$ cat config.mk
export PLATFORM = sky130hd
export DESIGN_NAME = fetch_sequencer
export DESIGN_NICKNAME = d
export VERILOG_FILES = /design/src/rtl/fetch_pkg.sv /design/src/rtl/pc_stack.sv /design/src/rtl/fetch_sequencer.sv
export SDC_FILE = /design/constraint.sdc
export NUM_CORES = 1
export LEC_CHECK = 0
export CELL_PAD_IN_SITES_DETAIL_PLACEMENT = 2
export CELL_PAD_IN_SITES_GLOBAL_PLACEMENT = 2
export CORE_ASPECT_RATIO = 0.8
export CORE_UTILIZATION = 42
export CTS_CLUSTER_DIAMETER = 120
export DETAILED_ROUTE_END_ITERATION = 8
export PLACE_DENSITY = 0.91
export SYNTH_ARGS = -nofsm -noshare
export SYNTH_HDL_FRONTEND = slang
export SYNTH_SLANG_ARGS = --single-unit
$ cat constraint.sdc
create_clock -name clk -period 2.95 [get_ports clk]
set_input_delay 0.59 -clock clk [delete_from_list [all_inputs] [get_ports clk]]
set_output_delay 0.59 -clock clk [all_outputs]
set_load 0.005 [all_outputs]
$ cat src/rtl/fetch_pkg.sv
// Shared definitions for the fetch sequencer: default widths, control-op
// encodings, FSM state encoding and the control-op decoder.
package fetch_pkg;

    localparam int DEF_ADDR_W      = 11;
    localparam int DEF_INST_W      = 14;
    localparam int DEF_STACK_DEPTH = 8;

    localparam logic [2:0]  OP_GOTO     = 3'b101;
    localparam logic [2:0]  OP_CALL     = 3'b100;
    localparam logic [3:0]  OP_RETLW    = 4'b1101;
    localparam logic [13:0] INST_RETURN = 14'h0008;
    localparam logic [13:0] INST_SLEEP  = 14'h0063;
    localparam logic [13:0] INST_NOP    = 14'h0000;

    typedef enum logic {
        ST_RUN   = 1'b0,
        ST_SLEEP = 1'b1
    } fetch_state_t;

    typedef enum logic [2:0] {
        CTL_NONE  = 3'd0,
        CTL_GOTO  = 3'd1,
        CTL_CALL  = 3'd2,
        CTL_RET   = 3'd3,
        CTL_SLEEP = 3'd4
    } ctl_op_t;

    // RETLW is treated as a plain return here; its literal belongs to the datapath.
    function automatic ctl_op_t decode_ctl(input logic [13:0] inst);
        if (inst[13:11] == OP_GOTO)
            return CTL_GOTO;
        else if (inst[13:11] == OP_CALL)
            return CTL_CALL;
        else if (inst[13:10] == OP_RETLW || inst == INST_RETURN)
            return CTL_RET;
        else if (inst == INST_SLEEP)
            return CTL_SLEEP;
        else
            return CTL_NONE;
    endfunction

endpackage

$ cat src/rtl/pc_stack.sv
// Circular hardware return stack. Overflow overwrites the oldest entry,
// underflow reads the wrapped entry; both leave sticky flags.
module pc_stack
    import fetch_pkg::*;
#(
    parameter int ADDR_W = DEF_ADDR_W,
    parameter int DEPTH  = DEF_STACK_DEPTH
) (
    input  logic              clk,
    input  logic              rst,
    input  logic              push,
    input  logic              pop,
    input  logic [ADDR_W-1:0] push_data,
    output logic [ADDR_W-1:0] pop_data,
    output logic [3:0]        depth,
    output logic              ovf,
    output logic              unf
);

    localparam int PTR_W = $clog2(DEPTH);

    logic [ADDR_W-1:0] mem [DEPTH];
    logic [PTR_W-1:0]  top;     // next free slot
    logic [PTR_W-1:0]  top_m1;
    logic              full;
    logic              empty;

    assign top_m1   = top - PTR_W'(1);
    assign pop_data = mem[top_m1];
    assign full     = (depth == 4'(DEPTH));
    assign empty    = (depth == 4'd0);

    always_ff @(posedge clk or posedge rst) begin
        if (rst) begin
            top   <= '0;
            depth <= '0;
            ovf   <= 1'b0;
            unf   <= 1'b0;
        end else if (push) begin
            top <= top + PTR_W'(1);
            if (full)
                ovf <= 1'b1;
            else
                depth <= depth + 4'd1;
        end else if (pop) begin
            top <= top_m1;
            if (empty)
                unf <= 1'b1;
            else
                depth <= depth - 4'd1;
        end
    end

    // Contents are intentionally not reset; only the pointer and count are.
    always_ff @(posedge clk) begin
        if (push)
            mem[top] <= push_data;
    end

endmodule

$ cat src/rtl/fetch_sequencer.sv
// Program-flow controller: owns the PC and return stack, fetches one ROM word
// per cycle into ir and resolves GOTO/CALL/RETURN/RETLW/SLEEP locally.
module fetch_sequencer
    import fetch_pkg::*;
#(
    parameter int ADDR_W      = DEF_ADDR_W,
    parameter int INST_W      = DEF_INST_W,
    parameter int STACK_DEPTH = DEF_STACK_DEPTH
) (
    input  logic              clk,
    input  logic              rst,
    output logic [ADDR_W-1:0] rom_addr,
    input  logic [INST_W-1:0] rom_data,
    input  logic              hold,
    input  logic              skip,
    input  logic              wake,
    output logic [INST_W-1:0] ir,
    output logic              ir_valid,
    output logic              sleeping,
    output logic [3:0]        stack_depth,
    output logic              stack_ovf,
    output logic              stack_unf
);

    // ir_valid=1 means ir executes in this cycle unless hold=1, in which case
    // everything (including ir and ir_valid) is held for the next cycle.
    fetch_state_t      state, state_n;
    logic [ADDR_W-1:0] pc, pc_n;
    logic [INST_W-1:0] ir_n;
    logic              valid_n;
    logic              push, pop;
    logic [ADDR_W-1:0] pop_data;
    ctl_op_t           ctl;

    assign rom_addr = pc;
    assign sleeping = (state == ST_SLEEP);

    always_ff @(posedge clk or posedge rst) begin
        if (rst) begin
            state    <= ST_RUN;
            pc       <= '0;
            ir       <= '0;
            ir_valid <= 1'b0;
        end else begin
            state    <= state_n;
            pc       <= pc_n;
            ir       <= ir_n;
            ir_valid <= valid_n;
        end
    end

    always_comb begin
        state_n = state;
        pc_n    = pc;
        ir_n    = ir;
        valid_n = ir_valid;
        push    = 1'b0;
        pop     = 1'b0;
        ctl     = ir_valid ? decode_ctl(ir) : CTL_NONE;
        case (state)
            ST_RUN: begin
                if (!hold) begin
                    // Control ops ignore skip; the bubble they create already squashes.
                    case (ctl)
                        CTL_GOTO: begin
                            pc_n    = ir[ADDR_W-1:0];
                            ir_n    = INST_NOP;
                            valid_n = 1'b0;
                        end
                        CTL_CALL: begin
                            push    = 1'b1;
                            pc_n    = ir[ADDR_W-1:0];
                            ir_n    = INST_NOP;
                            valid_n = 1'b0;
                        end
                        CTL_RET: begin
                            pop     = 1'b1;
                            pc_n    = pop_data;
                            ir_n    = INST_NOP;
                            valid_n = 1'b0;
                        end
                        CTL_SLEEP: begin
                            state_n = ST_SLEEP;
                            ir_n    = INST_NOP;
                            valid_n = 1'b0;
                        end
                        default: begin
                            ir_n    = rom_data;
                            pc_n    = pc + ADDR_W'(1);
                            valid_n = ~(ir_valid & skip);
                        end
                    endcase
                end
            end
            ST_SLEEP: begin
                if (!hold && wake)
                    state_n = ST_RUN;
            end
            default: state_n = ST_RUN;
        endcase
    end

    pc_stack #(
        .ADDR_W (ADDR_W),
        .DEPTH  (STACK_DEPTH)
    ) u_stack (
        .clk       (clk),
        .rst       (rst),
        .push      (push),
        .pop       (pop),
        .push_data (pc),
        .pop_data  (pop_data),
        .depth     (stack_depth),
        .ovf       (stack_ovf),
        .unf       (stack_unf)
    );

endmodule
Word-level counts from Yosys, hierarchy flattened
Memories as Yosys holds them, arrays and structs flattened.
Cells that the tools add are included.
Word-level totals
  bits in registers: 36
  RAM bits: 88
  input bits: 19
  output and inout port bits: 33
  word-level logic and storage cells: 70
  memories: 1
Memory list
  u_stack.mem: words 8, width 11, read ports 1, clocked after memory_dff 0, wr ports 1, RTL line pc_stack.sv:22  | logic [ADDR_W-1:0] mem [DEPTH];
Cells by class
  add/subtract/negate cells: 5
  equality and inequality tests: 12
  muxes and demuxes: 26
  bitwise operators: 6
  reduce and logical (&&, ||, !) cells: 12
Operator list (count)
  one-hot mux 11 bit (3 select lines): 1
  two-way mux 3 bit: 7
  two-way mux 4 bit: 4
  == test 14 x 4 -> 1 bit, second input constant: 1
  == test 14 x 7 -> 1 bit, second input constant: 1
  two-way mux 14 bit: 1
  two-way mux 1 bit: 12
  adder 11 x 1 -> 11 bit, second input constant: 1
  == test 3 bit, second input constant: 3
  AND reduction 3 bit: 3
  == test 4 bit, second input constant: 2
  == test 3 x 2 -> 1 bit, second input constant: 2
  NOT 1 bit: 5
  adder 4 x 1 -> 4 bit, second input constant: 1
  logical NOT 4 bit: 1
  != test 2 bit, second input constant: 2
  AND reduction 2 bit: 2
  OR reduction 4 bit: 1
  subtractor 4 x 1 -> 4 bit, second input constant: 1
  adder 3 x 1 -> 3 bit, second input constant: 1
  == test 3 x 1 -> 1 bit, second input constant: 1
  subtractor 3 x 1 -> 3 bit, second input constant: 1
  one-hot mux 1 bit (2 select lines): 1
  nonzero test 2 bit: 1
  other kinds (5): 5

Logic depth before layout (Yosys ltp)
Gate-level depths: netlist (run 1).
  depth in word-level cells: 12
  depth in mapped cells: 10
  gate-level depth less buffers: 9

Modules after synthesis
From an unflattened synthesis (run 1), not the netlist that was laid out.
Unflattened totals
  cell total of the unflattened synthesis: 354
  area total of the unflattened synthesis: 5465.2 µm²
Modules (own cells, without submodules)
  pc_stack: times used 1, cells an instance 192, area each 3936.3 µm², sequential area each 2867.8 µm²
  fetch_sequencer: times used 1, cells an instance 162, area each 1529.0 µm², sequential area each 675.6 µm²

Least setup slack after synthesis (run 1)
Ideal clock, no wire load.
  path kind: input-to-reg
  start point: input hold
  end point: memory u_stack.mem[0][0] in the netlist's numbering (enable)
  library setup time: 0.408 ns
  arrival time: 2.525 ns
  data required time: 2.542 ns
  slack: 0.017 ns
  cell stages on the path: 5
  path buffers: 1
  path through: or2_1 > buf_6 > nor3_4 > inv_2 > nor4_1
Between the ends
  word-level cells in the longest chain between the ends: 4
RTL lines
  start, declared: RTL line fetch_sequencer.sv:14  | input logic hold,
  two-way mux 1 bit: RTL line fetch_sequencer.sv:62  | if (!hold) begin
  two-way mux 1 bit: RTL line fetch_sequencer.sv:60  | case (state)
  two-way mux 1 bit: RTL line pc_stack.sv:56  | if (push)
  two-way mux 1 bit (implied by the code): RTL line pc_stack.sv:57  | mem[top] <= push_data;
  end, declared: RTL line pc_stack.sv:22
No other way between the ends.

Worst setup path in the final report (run 1)
  start point: register u_stack.top[1]
  end point: register pc[5], in the netlist rom_addr[5]
Between the ends
  word-level cells in the longest chain between the ends: 3
RTL lines
  start, declared: RTL line pc_stack.sv:23  | logic [PTR_W-1:0] top;
  start signal, assigned: RTL line pc_stack.sv:40  | top <= top + PTR_W'(1);
  start signal, assigned: RTL line pc_stack.sv:46  | top <= top_m1;
  subtractor 3 x 1 -> 3 bit: RTL line pc_stack.sv:28  | assign top_m1 = top - PTR_W'(1);
  memory (8 x 11 bit)
  one-hot mux 11 bit (3 select lines): RTL line fetch_sequencer.sv:64  | case (ctl)
  end signal, assigned: RTL line fetch_sequencer.sv:46  | pc <= pc_n;
  end, declared: RTL line fetch_sequencer.sv:28  | logic [ADDR_W-1:0] pc, pc_n;
No other way between the ends.
A chain may end at the register's enable or synchronous reset.

==> impl_metrics.env, run 1 <==
export IMPL_syn_area_per_cell_sq_um=16.5
export IMPL_min_from="u_stack.ovf"
export IMPL_ant_nets=0
export IMPL_critical_path_slowest_cell="dfrtp_1"
export IMPL_p_total_uw=6710
export IMPL_end_kind="register"
export IMPL_grt_pass1_wl_um=27200
export IMPL_cts_hold_buf=0
export IMPL_drtPass1Iterations=6
export IMPL_postLayoutCellArea_sq_um=6830
export IMPL_period_share_pct=90.7
export IMPL_r2r_end="rom_addr[5]"
export IMPL_grt_usage_pct=29.2
export IMPL_drcViolationCount=0
export IMPL_synth_top_cell_area_share_pct=48.4
export IMPL_yosysMostFrequentCell="edfxtp_1"
export IMPL_ys_warn_count=0
export IMPL_placed_cell_area_sq_um=6250
export IMPL_synth_edf_count=88
export IMPL_cpPeakStageDelay_ns=0.51
export IMPL_routed_wl_um=18400
export IMPL_rr_worst_depth=7
export IMPL_core_area_sq_um=12400
export IMPL_crit_reg2reg_launch="u_stack.top[1]"
export IMPL_clock_sinks=124
export IMPL_synth_fp_nets=356
export IMPL_synth_ff_type="edfxtp_1"
export IMPL_cp_max_fo=23
export IMPL_clkLatencyLatePin_ns=0.43
export IMPL_num_antenna_cells=0
export IMPL_final_hold_viol_count=0
export IMPL_fmax_mhz=374
export IMPL_start_kind="register"
export IMPL_finalMaxSlewViolations=0
export IMPL_fin_skew_ns=0.0123
export IMPL_synthArstFlopShare_pct=29.0
export IMPL_rsz0062_at_grt="false"
export IMPL_synth_seq_cells=124
export IMPL_cts_tree="yes"
export IMPL_ir_worst_vdd_mv=0.622
export IMPL_initial_core_util_pct=44.0
export IMPL_p_per_area_nw_per_um2=983
export IMPL_holdWs_ns=0.495
export IMPL_crit_buf_inv=2
export IMPL_htreeDepth=4
export IMPL_synth_commonest_cells="88 x edfxtp_1, 36 x dfrtp_1, 18 x nor2_1, 17 x mux4_1, 15 x a22o_1"
export IMPL_maxCapViolations=0
export IMPL_worstPathCellList="inv_1 > ha_1 > buf_4 > mux4_1 > mux2_2 > a222oi_1 > o22ai_1"
export IMPL_ctsResizeCount=0
export IMPL_status="completed"
export IMPL_die_x_um=130
export IMPL_crit_arrival_ns=2.94
export IMPL_tightest_slew_ns=1.01
export IMPL_antenna_found_initial=0
export IMPL_holdCritPathClass="register to register"
export IMPL_worstHoldEndpoint="u_stack.ovf"
export IMPL_vias_per_cell=6.22
export IMPL_setup_violations=0
export IMPL_synth_top_cells_by_area="edfxtp_1 48%, dfrtp_1 16%, mux4_1 8.2%"
export IMPL_die_y_um=104
export IMPL_fin_crit_ns=2.68
export IMPL_first_iter_violations=258
export IMPL_grt_start_max_net_pins=37
export IMPL_final_nets=432
export IMPL_clkSlewWorstSetupHoldPaths_ns=0.06
export IMPL_grt_pass1_vias=4160
export IMPL_yosysUniqueCellTypes=60
export IMPL_place_gp_congestion=0.780
export IMPL_std_cell_rows=36
export IMPL_portBuffers=51
export IMPL_wl_per_cell_um=31.2
export IMPL_netlist_instances=331
export IMPL_post_cts_setup_buffers=0
export IMPL_worst_r2r_setup_slack_ns=0.27
export IMPL_cp_required_ns=3.22
export IMPL_netlist_area_sq_um=5460
export IMPL_cpLargestDelayFamily="multiplexers"
export IMPL_hold_depth=1
export IMPL_relSlewSlack_pct=32.0
export IMPL_cts_buffers=17
export IMPL_dp_hpwl_um=11200
export IMPL_ios=52
export IMPL_vias=3677
export IMPL_final_core_util_pct=55.0
export IMPL_cts_path_max_buffers=2
export IMPL_path_class="register to register"
export IMPL_p_leak_uw=0.00247
export IMPL_cts_root_buffer="clkbuf_16"
export IMPL_dieArea_sq_um=13500
export IMPL_yosys_area_top_type="edfxtp_1"
export IMPL_final_layout_size_suffix_gt1_share_pct=17.4
export IMPL_setup_tns_ns=0
export IMPL_grt_ovfl_total=0
export IMPL_ys_seq_area_share_pct=64.9
export IMPL_area_growth_pct=25.1
==> registers in the layout, indices dropped and copies added (netlist names) <==
| register | flops |
|---|---|
| ir_valid | 1 |
| u_stack.ovf | 1 |
| u_stack.top | 3 |
| u_stack.mem | 88 |
| u_stack.depth | 4 |
| rom_addr | 11 |
| ir | 14 |
| u_stack.unf | 1 |
| sleeping | 1 |
==> metal layers <==
metal / track usage [%] / vias up / wire length (um)
met3: 6.84 / 59 / 813
met4: 14.9 / 0 / 704
li1: - / 1498 / -
met2: 49.4 / 158 / 9570
met5: 0 / - / 0
met1: 34.5 / 1962 / 7360
==> cells in the final DEF (no fill, tap or decap), types with 4 or more instances in the layout <==
| master | synthesis | layout |
|---|---|---|
| a21o_1 | 4 | 4 |
| a21oi_1 | 8 | 8 |
| a222oi_1 | 4 | 4 |
| a22o_1 | 15 | 15 |
| buf_4 | 0 | 19 |
| clkbuf_16 | 0 | 17 |
| clkdlybuf4s50_1 | 0 | 51 |
| clkinv_2 | 0 | 4 |
| dfrtp_1 | 36 | 36 |
| edfxtp_1 | 88 | 88 |
| ha_1 | 5 | 5 |
| inv_1 | 9 | 9 |
| mux2_2 | 8 | 8 |
| mux2i_1 | 6 | 6 |
| mux4_1 | 17 | 17 |
| mux4_2 | 5 | 5 |
| nand2_1 | 10 | 10 |
| nand3_1 | 5 | 5 |
| nor2_1 | 18 | 18 |
| nor3_1 | 9 | 9 |
| o21ai_0 | 8 | 7 |
| o2bb2ai_1 | 4 | 4 |
| xnor2_1 | 6 | 6 |
| xor2_1 | 4 | 4 |
==> where the power goes <==
part	total, uW	switching (uW)	internal [uW]	leakage (uW)
sequential	2630	442	2190	0.00123
clock	2130	817	1310	0.000278
combinational	1950	978	975	0.000961
==> metrics by stage <==
step                setup WS (ns)  std cells
floorplan                  0.0167        331
global route                0.221        591
finish                      0.273        591
detailed placement       -0.00883        559
global placement            0.218        559
CTS                        0.0410        591
==> worst register-to-register path, stage by stage, from the launching register on <==
cell	delay [ns]
dfrtp_1	0.51
inv_1	0.13
ha_1	0.30
buf_4	0.32
mux4_1	0.43
mux2_2	0.32
a222oi_1	0.36
o22ai_1	0.16
==> worst max path at each step <==
| stage | startpoint | end | slack, ns | cells after the start |
|---|---|---|---|---|
| 2_1_floorplan | hold | u_stack.mem[0][0] | 0.02 | 5 |
| 3_3_place_gp | hold | u_stack.depth[3] | 0.22 | 10 |
| 3_5_place_dp | hold | u_stack.depth[3] | -0.009 | 10 |
| 4_1_cts | ir[11] | rom_addr[8] | 0.04 | 5 |
| 5_1_grt | u_stack.top[1] | rom_addr[5] | 0.22 | 7 |
| 6_report | u_stack.top[1] | rom_addr[5] | 0.27 | 7 |
==> logic make-up (layout without fill, tap and decap cells) <==
kind of cell             count (synthesis)  in the layout  synth area share [%]
AO/OA/AOI/OAI                           63             63                  9.07
multiplexers                            38             38                  13.4
adder cells (fa/ha/maj)                  6              6                  1.51
buffers and inverters                   23            112                  2.27
flip-flops                             124            124                  64.8
XOR/XNOR                                10             10                  1.60
AND/OR/NAND/NOR                         67             67                  7.30
==> layout make-up <==
cell class | count | area (sq um)
sequential | 124 | 3540
clock buffer | 18 | 429
fill | 1132 | 5600
timing repair buffer | 70 | 653
clock inverter | 14 | 153
inverter | 10 | 37.5
tap | 171 | 214
multi-input combinational | 184 | 1800
(Power assumes the default switching activity.)
==> run 2: changes to the inputs <==
--- a/config.mk
+++ b/config.mk
@@ -7,11 +7,11 @@
 export LEC_CHECK = 0
 export CELL_PAD_IN_SITES_DETAIL_PLACEMENT = 2
 export CELL_PAD_IN_SITES_GLOBAL_PLACEMENT = 2
-export CORE_ASPECT_RATIO = 0.8
 export CORE_UTILIZATION = 42
 export CTS_CLUSTER_DIAMETER = 120
 export DETAILED_ROUTE_END_ITERATION = 8
 export PLACE_DENSITY = 0.91
+export SETUP_SLACK_MARGIN = 0.5
 export SYNTH_ARGS = -nofsm -noshare
 export SYNTH_HDL_FRONTEND = slang
 export SYNTH_SLANG_ARGS = --single-unit
==> impl_metrics.env, run 2 (same netlist as run 1, synthesis figures left out) <==
export IMPL_end_kind="register"
export IMPL_num_antenna_cells=0
export IMPL_setup_violations=0
export IMPL_r2r_end="u_stack.depth[3]"
export IMPL_area_growth_pct=27.6
export IMPL_drcViolationCount=0
export IMPL_period_share_pct=80.8
export IMPL_path_class="register to register"
export IMPL_ios=52
export IMPL_rr_worst_depth=9
export IMPL_clkSlewWorstSetupHoldPaths_ns=0.06
export IMPL_portBuffers=51
export IMPL_fmax_mhz=420
export IMPL_grt_start_max_net_pins=37
export IMPL_largest_register_ffs=88
export IMPL_p_per_area_nw_per_um2=1010
export IMPL_crit_arrival_ns=2.68
export IMPL_start_kind="register"
export IMPL_min_from="u_stack.ovf"
export IMPL_vias=3458
export IMPL_grt_usage_pct=28.0
export IMPL_final_nets=433
export IMPL_initial_core_util_pct=43.1
export IMPL_die_y_um=116
export IMPL_final_core_util_pct=55.0
export IMPL_hold_depth=1
export IMPL_antenna_found_initial=0
export IMPL_rsz0062_at_grt="true"
export IMPL_routed_wl_um=16800
export IMPL_cts_tree="yes"
export IMPL_htreeDepth=4
export IMPL_layout_commonest_cell="edfxtp_1"
export IMPL_clkLatencyLatePin_ns=0.42
export IMPL_clock_sinks=124
export IMPL_final_cell_mix="88 x edfxtp_1, 50 x clkdlybuf4s50_1, 33 x dfrtp_1"
export IMPL_setup_tns_ns=0
export IMPL_grt_pass1_vias=4005
export IMPL_final_layout_size_suffix_gt1_share_pct=20.0
export IMPL_p_leak_uw=0.00252
export IMPL_first_iter_violations=300
export IMPL_die_x_um=116
export IMPL_crit_reg2reg_launch="ir_valid"
export IMPL_cpPeakStageDelay_ns=0.53
export IMPL_final_hold_viol_count=0
export IMPL_grt_pass1_wl_um=25800
export IMPL_drtPass1Iterations=5
export IMPL_dieArea_sq_um=13500
export IMPL_worstHoldEndpoint="u_stack.ovf"
export IMPL_holdCritPathClass="register to register"
export IMPL_cp_required_ns=3.25
export IMPL_crit_buf_inv=1
export IMPL_power_switching_uw=2230
export IMPL_cp_max_fo=9
export IMPL_vias_per_cell=5.83
export IMPL_tightest_slew_ns=0.850
export IMPL_power_frac_clock_pct=33.3
export IMPL_critical_path_slowest_cell="dfrtp_1"
export IMPL_sequentialPowerShare_pct=37.1
export IMPL_worstPathCellList="nand3b_1 > nor3_4 > inv_4 > ha_1 > a21o_1 > a21oi_2 > xnor2_1 > o221ai_2 > xnor2_1"
export IMPL_wl_per_cell_um=28.4
export IMPL_cpMostUsedCell="xnor2_1"
export IMPL_maxCapViolations=0
export IMPL_fin_skew_ns=0.00598
export IMPL_finalMaxSlewViolations=0
export IMPL_grt_ovfl_total=0
export IMPL_core_area_sq_um=12700
export IMPL_cts_buffers=17
export IMPL_pwr_share_comb_pct=29.6
export IMPL_ant_nets=0
export IMPL_cts_root_buffer="clkbuf_16"
export IMPL_ir_worst_vdd_mv=0.473
export IMPL_dp_hpwl_um=9960
export IMPL_cts_path_max_buffers=2
export IMPL_place_gp_congestion=0.750
export IMPL_cpLargestDelayFamily="flip-flops"
export IMPL_std_cell_rows=41
export IMPL_fin_crit_ns=2.38
export IMPL_worst_r2r_setup_slack_ns=0.57
export IMPL_regMostFlops="u_stack.mem"
export IMPL_p_int_uw=4830
export IMPL_status="completed"
export IMPL_swShare_pct=31.6
export IMPL_relSlewSlack_pct=42.9
run 2: power by group through the flow:
stage / Combinational, uW / Sequential (uW) / Clock, uW
2_1_floorplan: 1210 / 2480 / 0
3_3_place_gp: 1830 / 2560 / 0
3_5_place_dp: 1940 / 2630 / 0
4_1_cts: 2060 / 2610 / 2380
5_1_grt: 2210 / 2650 / 2450
6_report: 2080 / 2620 / 2350
run 2: layout make-up:
type                    instances  area (sq um)
multi-input cells             184          1830
clock buffers                  19           433
inverters                      10          40.0
fillers                      1127          5700
clock inverters                13           221
flip-flops and latches        124          3550
repair buffers                 71           684
well taps                     172           215
run 2: how the worst max path moves through the flow:
stage	startpoint	slack (ns)	cells past startpoint	end
finish	ir_valid	0.57	9	u_stack.depth[3]
global route	sleeping	0.47	9	u_stack.depth[3]
CTS	ir[12]	0.50	9	u_stack.depth[3]
detailed placement	hold	0.16	10	u_stack.depth[3]
global placement	hold	0.27	10	u_stack.depth[3]
floorplan	hold	0.33	5	u_stack.mem[2][0]
run 2: stage by stage:
stage	cells	power, uW	area, sq um	setup slack [ns]	hold WS [ns]
finish	593	7050	6970	0.567	0.500
global route	593	7310	6970	0.472	0.531
CTS	592	7050	6940	0.502	0.491
detailed placement	558	4560	6260	0.163	0.468
global placement	558	4400	6260	0.275	0.459
floorplan	331	3690	5480	0.332	0.466
run 2: timing repair:
| action | CTS | global route |
|---|---|---|
| hold buffers | 0 | 0 |
| pin swaps | 2 | 1 |
| endpoints found under the setup margin | 10 | 4 |
| setup buffers | 2 | 1 |
| gates resized for setup | 8 | 6 |
run 2: layer usage:
layer	up-vias	wire length (um)	global-route usage (%)
li1	1498	-	-
met1	1809	6890	34.4
met2	115	8750	47.8
met3	36	741	5.81
met4	0	447	12.2
met5	-	0	0
